$ cat config.mk
export PLATFORM = sky130hd
export DESIGN_NAME = sort_job_scheduler
export DESIGN_NICKNAME = d
export VERILOG_FILES = /design/src/rtl/sort_job_scheduler.sv
export SDC_FILE = /design/constraint.sdc
export NUM_CORES = 1
export LEC_CHECK = 0
export CORE_AREA = 2 2 251 253
export DETAILED_ROUTE_END_ITERATION = 10
export DIE_AREA = 0 0 253 255
export HOLD_SLACK_MARGIN = 0.08
export SYNTH_ARGS = -nofsm -noshare
export SYNTH_HDL_FRONTEND = slang
export SYNTH_SLANG_ARGS = --single-unit
$ cat constraint.sdc
create_clock -name clk -period 2.6 [get_ports clk]
set_input_delay 0.52 -clock clk [delete_from_list [all_inputs] [get_ports clk]]
set_output_delay 0.52 -clock clk [all_outputs]
set_load 0.03 [all_outputs]
$ cat src/rtl/sort_job_scheduler.sv
`default_nettype none
// ============================================================================
// Module      : sort_job_scheduler
// Description : Job controller around a bitonic sorter and its 2-port data
//               RAM. A job is streamed into the RAM (LOAD), sorted in place
//               by the sorter (SORT), then streamed back out (DRAIN). The RAM
//               ports are steered to the loader/drainer or to the sorter
//               depending on the phase. One job in flight at a time.
//               Optional feature macro: SORT_SCHED_CYCLE_COUNT_EN adds the
//               sort_cycles_o output (cycles spent waiting on the sorter).
// Revision    : 1.0 - initial release
// ============================================================================
module sort_job_scheduler #(
    parameter int DATA_ADDR_BITS = 13,
    parameter int DATA_WIDTH     = 64,
    parameter int MAX_NUM_VALUES = 8192
) (
    input  logic                      clk,
    input  logic                      rst,
    // load stream
    input  logic                      in_valid_i,
    output logic                      in_ready_o,
    input  logic [DATA_WIDTH-1:0]     in_data_i,
    input  logic                      in_last_i,
    // drain stream
    output logic                      out_valid_o,
    input  logic                      out_ready_i,
    output logic [DATA_WIDTH-1:0]     out_data_o,
    output logic                      out_last_o,
    // sorter control
    output logic                      sort_rst_o,
    output logic                      sort_start_o,
    output logic [DATA_ADDR_BITS:0]   sort_num_values_o,
    input  logic                      sort_done_i,
    // sorter-side RAM requests
    input  logic                      srt_we_a_i,
    input  logic [DATA_ADDR_BITS-1:0] srt_w_addr_a_i,
    input  logic [DATA_WIDTH-1:0]     srt_w_data_a_i,
    input  logic [DATA_ADDR_BITS-1:0] srt_r_addr_a_i,
    input  logic                      srt_we_b_i,
    input  logic [DATA_ADDR_BITS-1:0] srt_w_addr_b_i,
    input  logic [DATA_WIDTH-1:0]     srt_w_data_b_i,
    input  logic [DATA_ADDR_BITS-1:0] srt_r_addr_b_i,
    // RAM ports
    output logic                      ram_we_a_o,
    output logic [DATA_ADDR_BITS-1:0] ram_w_addr_a_o,
    output logic [DATA_WIDTH-1:0]     ram_w_data_a_o,
    output logic [DATA_ADDR_BITS-1:0] ram_r_addr_a_o,
    input  logic [DATA_WIDTH-1:0]     ram_r_data_a_i,
    output logic                      ram_we_b_o,
    output logic [DATA_ADDR_BITS-1:0] ram_w_addr_b_o,
    output logic [DATA_WIDTH-1:0]     ram_w_data_b_o,
    output logic [DATA_ADDR_BITS-1:0] ram_r_addr_b_o,
    input  logic [DATA_WIDTH-1:0]     ram_r_data_b_i,
    // status
    output logic                      busy_o,
    output logic                      overflow_o
`ifdef SORT_SCHED_CYCLE_COUNT_EN
    ,
    output logic [31:0]               sort_cycles_o
`endif
);

    localparam int                CNT_W   = DATA_ADDR_BITS + 1;
    localparam logic [CNT_W-1:0]  MAX_CNT = CNT_W'(MAX_NUM_VALUES);
    localparam logic [CNT_W-1:0]  ONE     = CNT_W'(1);

    typedef enum logic [2:0] {
        ST_IDLE       = 3'd0,
        ST_LOAD       = 3'd1,
        ST_SORT_RST   = 3'd2,
        ST_SORT_START = 3'd3,
        ST_SORT_WAIT  = 3'd4,
        ST_DRAIN_ADDR = 3'd5,
        ST_DRAIN_WAIT = 3'd6,
        ST_DRAIN_HOLD = 3'd7
    } state_t;

    state_t                    state_q;
    logic                      in_ready_q;
    logic                      out_valid_q;
    logic                      out_last_q;
    logic [DATA_WIDTH-1:0]     out_data_q;
    logic                      sort_rst_q;
    logic                      sort_start_q;
    logic [CNT_W-1:0]          sort_num_q;
    logic                      overflow_q;
    logic [CNT_W-1:0]          count_q;
    logic [CNT_W-1:0]          idx_q;
    logic                      load_we_q;
    logic [DATA_ADDR_BITS-1:0] load_addr_q;
    logic [DATA_WIDTH-1:0]     load_data_q;
    logic                      sel_sort;

    // Job sequencer: all handshake, control and load-write outputs are registered here.
    always_ff @(posedge clk) begin
        if (rst) begin
            state_q      <= ST_IDLE;
            in_ready_q   <= 1'b0;
            out_valid_q  <= 1'b0;
            out_last_q   <= 1'b0;
            out_data_q   <= '0;
            sort_rst_q   <= 1'b1;
            sort_start_q <= 1'b0;
            sort_num_q   <= '0;
            overflow_q   <= 1'b0;
            count_q      <= '0;
            idx_q        <= '0;
            load_we_q    <= 1'b0;
            load_addr_q  <= '0;
            load_data_q  <= '0;
        end else begin
            // single-cycle pulses default low
            load_we_q    <= 1'b0;
            sort_rst_q   <= 1'b0;
            sort_start_q <= 1'b0;
            case (state_q)
                ST_IDLE: begin
                    count_q    <= '0;
                    in_ready_q <= 1'b1;
                    state_q    <= ST_LOAD;
                end
                ST_LOAD: begin
                    if (in_valid_i && in_ready_q) begin
                        load_we_q   <= 1'b1;
                        load_addr_q <= count_q[DATA_ADDR_BITS-1:0];
                        load_data_q <= in_data_i;
                        count_q     <= count_q + ONE;
                        // a new job starts with a clean overflow flag
                        if (count_q == '0) begin
                            overflow_q <= 1'b0;
                        end
                        if (in_last_i || (count_q + ONE == MAX_CNT)) begin
                            in_ready_q <= 1'b0;
                            sort_rst_q <= 1'b1;
                            state_q    <= ST_SORT_RST;
                            // full without a last marker: job is truncated
                            if (!in_last_i) begin
                                overflow_q <= 1'b1;
                            end
                        end
                    end
                end
                ST_SORT_RST: begin
                    // a single element is already sorted and the sorter would not terminate on it
                    if (count_q == ONE) begin
                        idx_q   <= '0;
                        state_q <= ST_DRAIN_ADDR;
                    end else begin
                        sort_start_q <= 1'b1;
                        sort_num_q   <= count_q;
                        state_q      <= ST_SORT_START;
                    end
                end
                ST_SORT_START: begin
                    state_q <= ST_SORT_WAIT;
                end
                ST_SORT_WAIT: begin
                    if (sort_done_i) begin
                        idx_q   <= '0;
                        state_q <= ST_DRAIN_ADDR;
                    end
                end
                ST_DRAIN_ADDR: begin
                    state_q <= ST_DRAIN_WAIT;
                end
                ST_DRAIN_WAIT: begin
                    // read data for idx arrives one cycle after the address
                    out_data_q  <= ram_r_data_a_i;
                    out_valid_q <= 1'b1;
                    out_last_q  <= (idx_q == count_q - ONE);
                    state_q     <= ST_DRAIN_HOLD;
                end
                ST_DRAIN_HOLD: begin
                    if (out_ready_i) begin
                        out_valid_q <= 1'b0;
                        out_last_q  <= 1'b0;
                        idx_q       <= idx_q + ONE;
                        state_q     <= out_last_q ? ST_IDLE : ST_DRAIN_ADDR;
                    end
                end
                default: begin
                    state_q <= ST_IDLE;
                end
            endcase
        end
    end

    assign sel_sort = (state_q == ST_SORT_WAIT);

    // RAM port steering: the sorter owns both ports only while it is running.
    always_comb begin
        ram_we_a_o     = load_we_q;
        ram_w_addr_a_o = load_addr_q;
        ram_w_data_a_o = load_data_q;
        ram_r_addr_a_o = idx_q[DATA_ADDR_BITS-1:0];
        ram_we_b_o     = 1'b0;
        ram_w_addr_b_o = '0;
        ram_w_data_b_o = '0;
        ram_r_addr_b_o = '0;
        if (sel_sort) begin
            ram_we_a_o     = srt_we_a_i;
            ram_w_addr_a_o = srt_w_addr_a_i;
            ram_w_data_a_o = srt_w_data_a_i;
            ram_r_addr_a_o = srt_r_addr_a_i;
            ram_we_b_o     = srt_we_b_i;
            ram_w_addr_b_o = srt_w_addr_b_i;
            ram_w_data_b_o = srt_w_data_b_i;
            ram_r_addr_b_o = srt_r_addr_b_i;
        end
    end

    // Port B read data is consumed by the sorter directly, never by the drain path.
    logic unused_rd_b;
    assign unused_rd_b = ^ram_r_data_b_i;

    assign in_ready_o        = in_ready_q;
    assign out_valid_o       = out_valid_q;
    assign out_last_o        = out_last_q;
    assign out_data_o        = out_data_q;
    assign sort_rst_o        = sort_rst_q;
    assign sort_start_o      = sort_start_q;
    assign sort_num_values_o = sort_num_q;
    assign overflow_o        = overflow_q;
    assign busy_o            = (state_q != ST_IDLE);

`ifdef SORT_SCHED_CYCLE_COUNT_EN
    logic [31:0] sort_cycles_q;

    // Saturating count of cycles spent waiting for the sorter in the current job.
    always_ff @(posedge clk) begin
        if (rst) begin
            sort_cycles_q <= '0;
        end else if (state_q == ST_SORT_START) begin
            sort_cycles_q <= '0;
        end else if (sel_sort && (sort_cycles_q != 32'hFFFF_FFFF)) begin
            sort_cycles_q <= sort_cycles_q + 32'd1;
        end
    end

    assign sort_cycles_o = sort_cycles_q;
`endif

endmodule
`default_nettype wire

-- Yosys cells after proc, flatten, opt, wreduce, memory -nomap -nowiden
Index checks and enable logic that the tools add are counted.
- register bits after elaboration: 193
- input bits: 380
- output and inout port bits: 267
- logic and storage cells: 87
- add/subtract/negate cells: 3
- equal/unequal tests: 15
- muxes and demuxes: 35
- bitwise logic cells: 3
- reductions and logical operators: 17
- operator list (cell ; count):
    two-way mux 64 bit ; 2
    two-way mux 14 bit ; 4
    two-way mux 13 bit ; 4
    one-hot mux 14 bit (3 select lines) ; 1
    adder 14 x 1 -> 14 bit, second input constant ; 2
    one-hot mux 14 bit (2 select lines) ; 1
    one-hot mux 3 bit (8 select lines) ; 1
    two-way mux 3 bit ; 6
    == test 14 x 1 -> 1 bit, second input constant ; 1
    == test 14 bit ; 1
    == test 14 bit, second input constant ; 1
    logical NOT 14 bit ; 1
    subtractor 14 x 1 -> 14 bit, second input constant ; 1
    two-way mux 1 bit ; 13
    == test 3 bit, second input constant ; 4
    != test 2 bit, second input constant ; 5
    AND reduction 2 bit ; 4
    AND reduction 4 bit ; 2
    == test 3 x 2 -> 1 bit, second input constant ; 2
    one-hot mux 1 bit (2 select lines) ; 3
    nonzero test 3 bit ; 2
    nonzero test 2 bit ; 2
    OR reduction 2 bit ; 2
    == test 3 x 1 -> 1 bit, second input constant ; 1
    other kinds (5) ; 7

-- Depth between registers and ports, before layout
Gate-level depths: netlist (run 1).
- depth after elaboration: 6
- mapped depth: 10

-- Worst setup path after synthesis (run 1)
OpenSTA, ideal clock, no wires.
- kind: reg-to-output
- start: reg state_q[2]
- end: out ram_r_addr_a_o[0]
- arrival: 1.869 ns
- required time: 2.080 ns
- slack: 0.211 ns
- cell stages (with the launch flop): 7
- path buffers: 3
- cells stage by stage: dfxtp_1 > buf_2 > inv_1 > nor3_1 > clkbuf_1 > clkbuf_1 > mux2_2
- longest elaborated chain between the ends: 2
- RTL lines (element ; RTL line ; RTL):
    from (decl) ; 79 ; state_t state_q;
    from (signal assigned) ; 179 ; state_q <= out_last_q ? ST_IDLE : ST_DRAIN_ADDR;
    == test 3 bit ; 189 ; assign sel_sort = (state_q == ST_SORT_WAIT);
    two-way mux 13 bit ; 201 ; if (sel_sort) begin
    to (decl) ; 48 ; output logic [DATA_ADDR_BITS-1:0] ram_r_addr_a_o,
No other way between the ends.

-- Worst setup path after layout (run 1)
- start: reg state_q[1]
- end: out ram_w_data_a_o[2]
- longest elaborated chain between the ends: 2
- RTL lines (element ; RTL line ; RTL):
    == test 3 bit ; 189 ;
    two-way mux 64 bit ; 201 ;
    to (decl) ; 47 ; output logic [DATA_WIDTH-1:0] ram_w_data_a_o,
No other way between the ends.

==> results of run 1 <==
[final cells by class]
type,instances,area share
sequential,193,0.220
multi-input combinational,906,0.306
inverter,7,0.00150
antenna,14,0.00200
clock buffer,19,0.0252
tap,799,0.0569
clock inverter,13,0.00812
timing repair buffer,645,0.380
[cells in the mapped netlist (7+ instances only)]
cell / number / area (sq um)
nand3_1: 14 / 70.1
xor2_1: 8 / 70.1
nor2_1: 51 / 191
nor4_1: 7 / 43.8
xnor2_1: 24 / 210
nor3_1: 13 / 65.1
mux2_2: 91 / 1020
a21oi_1: 163 / 816
mux2i_1: 14 / 140
o21ai_0: 18 / 90.1
a311oi_1: 8 / 70.1
and3_1: 104 / 651
clkbuf_1: 96 / 360
nand4_1: 10 / 62.6
inv_1: 7 / 26.3
buf_2: 7 / 35.0
nand2_1: 314 / 1180
dfxtp_1: 193 / 3860
[logic make-up after synthesis]
kind of cell / Yosys count / synth area share
AND/OR/NAND/NOR: 546 / 0.264
AO/OA/AOI/OAI: 218 / 0.128
flip-flops: 193 / 0.402
buffers and inverters: 117 / 0.0493
multiplexers: 105 / 0.121
XOR/XNOR: 32 / 0.0291
adder cells (fa/ha/maj): 5 / 0.00651
[registers in the layout (all words and copies together), names as in the netlist]
name,count
load_addr_q,13
overflow_o,1
idx_q,14
sort_num_values_o,14
sort_start_o,1
sort_rst_o,1
load_data_q,64
out_data_o,64
out_last_o,1
count_q,14
in_ready_o,1
load_we_q,1
out_valid_o,1
state_q,3
[power groups by stage]
stage | Sequential [uW] | Clock [uW] | Combinational, uW
global placement | 3110 | 0 | 1400
floorplan | 3110 | 0 | 552
finish | 3050 | 2770 | 1420
global route | 3050 | 3000 | 1520
CTS | 3050 | 2900 | 1420
detailed placement | 3110 | 0 | 1410
[final timing paths]
check	endpoint	slack [ps]	cells past startpoint
setup / recovery	ram_w_data_a_o[2]	10	7
hold / removal	out_data_o[49]	390	2
hold reg to reg	load_data_q[53]	450	2
setup reg to reg	out_last_o	300	7
[per-layer routing]
metal / part of all wire / vias up
li1: - / 5275
met1: 0.34 / 5261
met2: 0.52 / 457
met3: 0.096 / 92
met4: 0.049 / 4
met5: 0.00052 / -
[timing repair]
action                                  4_1_cts  5_1_grt
gates resized for setup                     346       14
hold buffers                                  0        0
pin swaps                                     2        0
endpoints found under the setup margin      157       59
hold endpoints to repair                      0        0
cloned                                        1        0
buffers inserted                             12        0
[metrics by stage]
stage / power, uW / cell area [sq um]
2_1_floorplan: 3660 / 9620
3_3_place_gp: 4510 / 16900
3_5_place_dp: 4520 / 16900
4_1_cts: 7370 / 17500
5_1_grt: 7570 / 17600
6_report: 7240 / 17600
==> metrics.cfg, run 1 <==
[outcome]
status=finished, final reports clean

[global_routing]
grtUsageMet3=0.0687
globalRoute.totalOverflow=0
grt_use_met2=0.271
grt_pass1_wl_mm=71.5
grt-busiest-layer=met2
grt_max_degree=102
antenna_found_initial=29
grt_usage=0.153
grt_pass1_vias=10800
globalRouteMet1Util=0.147

[timing]
post-route-period-util=0.995
hold_ws_ps=388
finalClockSkew_ps=22.5
worst_slack_ps=14.1
rsz0062_at_grt=yes
relSlewSlack=0.502
fmax_ghz=0.387
worstMarginPinSlew_ps=746
hold_viol_final=0
maxSlewViolCount=0
fin_crit_ps=2590
setup-tns-final_ps=0
finalSetupViolations=0

[place]
detailed_place_hpwl_mm=40.9
portBuffers=582
dpl.cell_count=2538
place_ws_ps=49.2
routabilityCongestion=0.856

[synth]
avgSynthCellArea_sq_um=7.91
syn_inst=1216
synth_edf_count=0
synth_ff_type=dfxtp_1
synth_warnings=0
yosys.cell_types.count=57
syn_area_sq_mm=0.00962
seq_area_frac_synth=0.402
synth_seq_cells=193
synthArstFlopShare=0
syn_nets=1601

[final_layout]
final_util=0.282
seqCellArea_sq_mm=0.00387
drive_gt1_frac=0.223
multiInputGateArea_sq_mm=0.00537
nNetsFinal=2155
final_common_cell=clkdlybuf4s50_1
stdcell_count=2596
area_growth_pct=82.6
final_cell_mix=398 x clkdlybuf4s50_1, 314 x nand2_1, 191 x dfxtp_1
fill_cells=6648

[clock_network]
path_clk_slew_ps=80
clockBufferDepth=2
htree_num_levels=4
clkLatencyLatePin_ps=500
root_buffer=clkbuf_16
cts_tree=yes
numCtsBuffers=17
cts.sinks=193

[critical_path]
cp-end-kind=output pin
critPathLaunch=state_q[1]
regToRegStartpoint=count_q[0]
path_class=flip-flop to output pin
critPathMostFrequentCell=buf_12
crit_family=buffers and inverters
crit_path_start_kind=flip-flop
crit_fanout=7
cpPeakStageDelay_ps=350
required_ps=2080
cp_cell_sequence=nor3_4 > buf_6 > buf_12 > buf_12 > buf_12 > mux2_4 > buf_6
worst-path-buf-inv=5
cp.arrival_ps=2070
cpMaxStageDelayCell=dfxtp_1

[die]
ioPinCount=647
initial_core_util=0.155
rows=92
die_area_sq_mm=0.0645
core_area_sq_mm=0.0622
die_y_um=255
fp.dieW_um=253

[drt]
avgViaCountPerCell=4.27
drtIter0Drc=524
vias=11100
wl_mm=51.6
ant_nets=0
wire_per_inst_um=19.9
drtPass1Iterations=7
remaining_drc_errors=0

[power_and_ir_drop]
intPower_uw=5150
p_leak_uw=0.00697
pwr-share-seq=0.421
pwr-share-clk=0.383
power_density_mw_per_mm2=412
combPwrFrac=0.196
p_switching_uw=2080
swShare=0.288
vdd_drop_max_uv=523

[min_path]
min_from=rst
min_path_type=input pin to flip-flop

[run]
drv_cap=0

(Power assumes the default switching activity.)
==> inputs of run 2 (changes only) <==
--- a/config.mk
+++ b/config.mk
@@ -5,9 +5,10 @@
 export SDC_FILE = /design/constraint.sdc
 export NUM_CORES = 1
 export LEC_CHECK = 0
-export CORE_AREA = 2 2 251 253
+export CORE_AREA = 2 2 255 257
+export CTS_BUF_LIST = sky130_fd_sc_hd__clkbuf_4 sky130_fd_sc_hd__clkbuf_8
 export DETAILED_ROUTE_END_ITERATION = 10
-export DIE_AREA = 0 0 253 255
+export DIE_AREA = 0 0 257 259
 export HOLD_SLACK_MARGIN = 0.08
 export SYNTH_ARGS = -nofsm -noshare
 export SYNTH_HDL_FRONTEND = slang
==> metrics.cfg, run 2 (synthesis results as in run 1) <==
[timing]
finalSetupViolations=32  ; +32
worst_slack_ps=-88.1  ; -102 ps
post-route-period-util=1.03  ; +0.0393
setup-tns-final_ps=-1250  ; -1250 ps
relSlewSlack=0.496  ; -0.00621
worstMarginPinSlew_ps=756  ; +9.31 ps
rsz0062_at_grt=yes
hold_viol_final=0  ; unchanged
fin_crit_ps=2690  ; +102 ps
maxSlewViolCount=0  ; unchanged
finalClockSkew_ps=21.9  ; -0.536 ps
fmax_ghz=0.372  ; -3.8%

[min_path]
min_path_type=input pin to flip-flop

[outcome]
violations=negative setup slack
status=finished, violations left

[final_layout]
stdcell_count=2675  ; +3.0%
multiInputGateArea_sq_mm=0.00593  ; +10%
final_cell_mix=398 x clkdlybuf4s50_1, 314 x nand2_1, 190 x dfxtp_1
finalInstanceArea_sq_mm=0.0191  ; +8.6%
area_growth_pct=98.4
nNetsFinal=2178  ; +1.1%
drive_gt1_frac=0.263  ; +0.0405
final_common_cell=clkdlybuf4s50_1
fill_cells=6619  ; -0.44%
seqCellArea_sq_mm=0.00387  ; about the same

[clock_network]
cts_hold_buf=0  ; unchanged
htree_num_levels=4  ; unchanged
path_clk_slew_ps=120  ; +40 ps
clockBufferDepth=2  ; unchanged
numCtsBuffers=17  ; unchanged
cts.sinks=193  ; unchanged
root_buffer=clkbuf_8
clkLatencyLatePin_ps=560  ; +60 ps
cts_tree=yes

[global_routing]
grt_pass1_wl_mm=74.0  ; +3.4%
antenna_found_initial=27  ; -6.9%
globalRoute.totalOverflow=0  ; unchanged
grt_usage=0.152  ; -0.00143
grt_max_degree=102  ; unchanged
grt_pass1_vias=11100  ; +2.4%

[power_and_ir_drop]
p_leak_uw=0.00720  ; +3.2%
power_density_mw_per_mm2=367  ; -11%
vdd_drop_max_uv=362  ; -31%

[critical_path]
required_ps=2080  ; about the same
crit_fanout=6  ; -1
cp-end-kind=output pin
path_class=flip-flop to output pin
crit_path_start_kind=flip-flop
cp.arrival_ps=2170  ; +100 ps

[drt]
drtIter0Drc=540  ; +3.1%
vias=11300  ; +2.2%
wire_per_inst_um=20.3  ; +2.0%
remaining_drc_errors=0  ; unchanged
wl_mm=54.2  ; +5.1%
avgViaCountPerCell=4.24  ; -0.83%
drtPass1Iterations=5  ; -2
ant_nets=0  ; unchanged

[run]
drv_cap=0  ; unchanged

[die]
rows=93  ; +1.1%
initial_core_util=0.151  ; -0.00417
die_area_sq_mm=0.0666  ; +3.2%
die_y_um=259  ; +1.6%
ioPinCount=647  ; unchanged
fp.dieW_um=257  ; +1.6%
core_area_sq_mm=0.0639  ; +2.8%

[place]
routabilityCongestion=0.860  ; +0.49%
detailed_place_hpwl_mm=38.8  ; -5.2%
dpl.cell_count=2588  ; +2.0%
placed_area_sq_mm=0.0169  ; -0.15%
portBuffers=582  ; unchanged
place_ws_ps=-19.1  ; -68.3 ps

-- run 2: report_power, final --
group / internal (uW) / total (uW) / switching (uW)
clock: 824 / 2210 / 1380
combinational: 972 / 1750 / 775
sequential: 3010 / 3050 / 38.8
-- run 2: critical path, cell delays in order (launching register included) --
cell and delay [ps]:
dfxtp_2 350, nor3_4 170, buf_6 140, buf_12 150, buf_12 120, buf_8 110, buf_4 110, mux2_4 300
buf_6 140
-- run 2: layer usage --
| layer | part of all wire | vias up | global-route usage |
|---|---|---|---|
| met5 | 0.00098 | - | 0 |
| met4 | 0.043 | 8 | 0.0870 |
| met3 | 0.085 | 87 | 0.0650 |
| met2 | 0.52 | 459 | 0.263 |
| met1 | 0.35 | 5452 | 0.152 |
| li1 | - | 5326 | - |
-- run 2: stage by stage --
step	power [uW]	util	hold slack (ps)
finish	7000	0.299	365
global route	7330	0.298	339
CTS	6960	0.286	338
detailed placement	4510	0.264	446
global placement	4500	0.264	441
floorplan	3660	-	434
-- run 2: layout make-up --
cell class | count | share of cell area
Antenna cell | 15 | 0.00197
Clock buffer | 17 | 0.0123
Clock inverter | 14 | 0.00971
Inverter | 7 | 0.00151
Multi-Input combinational cell | 906 | 0.311
Sequential cell | 193 | 0.203
Tap cell | 855 | 0.0561
Timing Repair Buffer | 668 | 0.405
-- run 2: final timing paths --
check	startpoint	to	slack, ps	cells after the start
worst max register to register	count_q[0]	sort_rst_o	250	7
worst min register to register	out_data_o[63]	out_data_o[63]	460	2
worst max-delay path	state_q[0]	ram_w_data_a_o[39]	-90	8
worst min-delay path	rst	out_data_o[58]	360	2
-- run 2: repair_timing --
action	in CTS	in global routing
gates cloned	10	9
pin swaps	2	26
endpoints found under the setup margin	183	183
gates resized for setup	571	139
buffers inserted	15	11
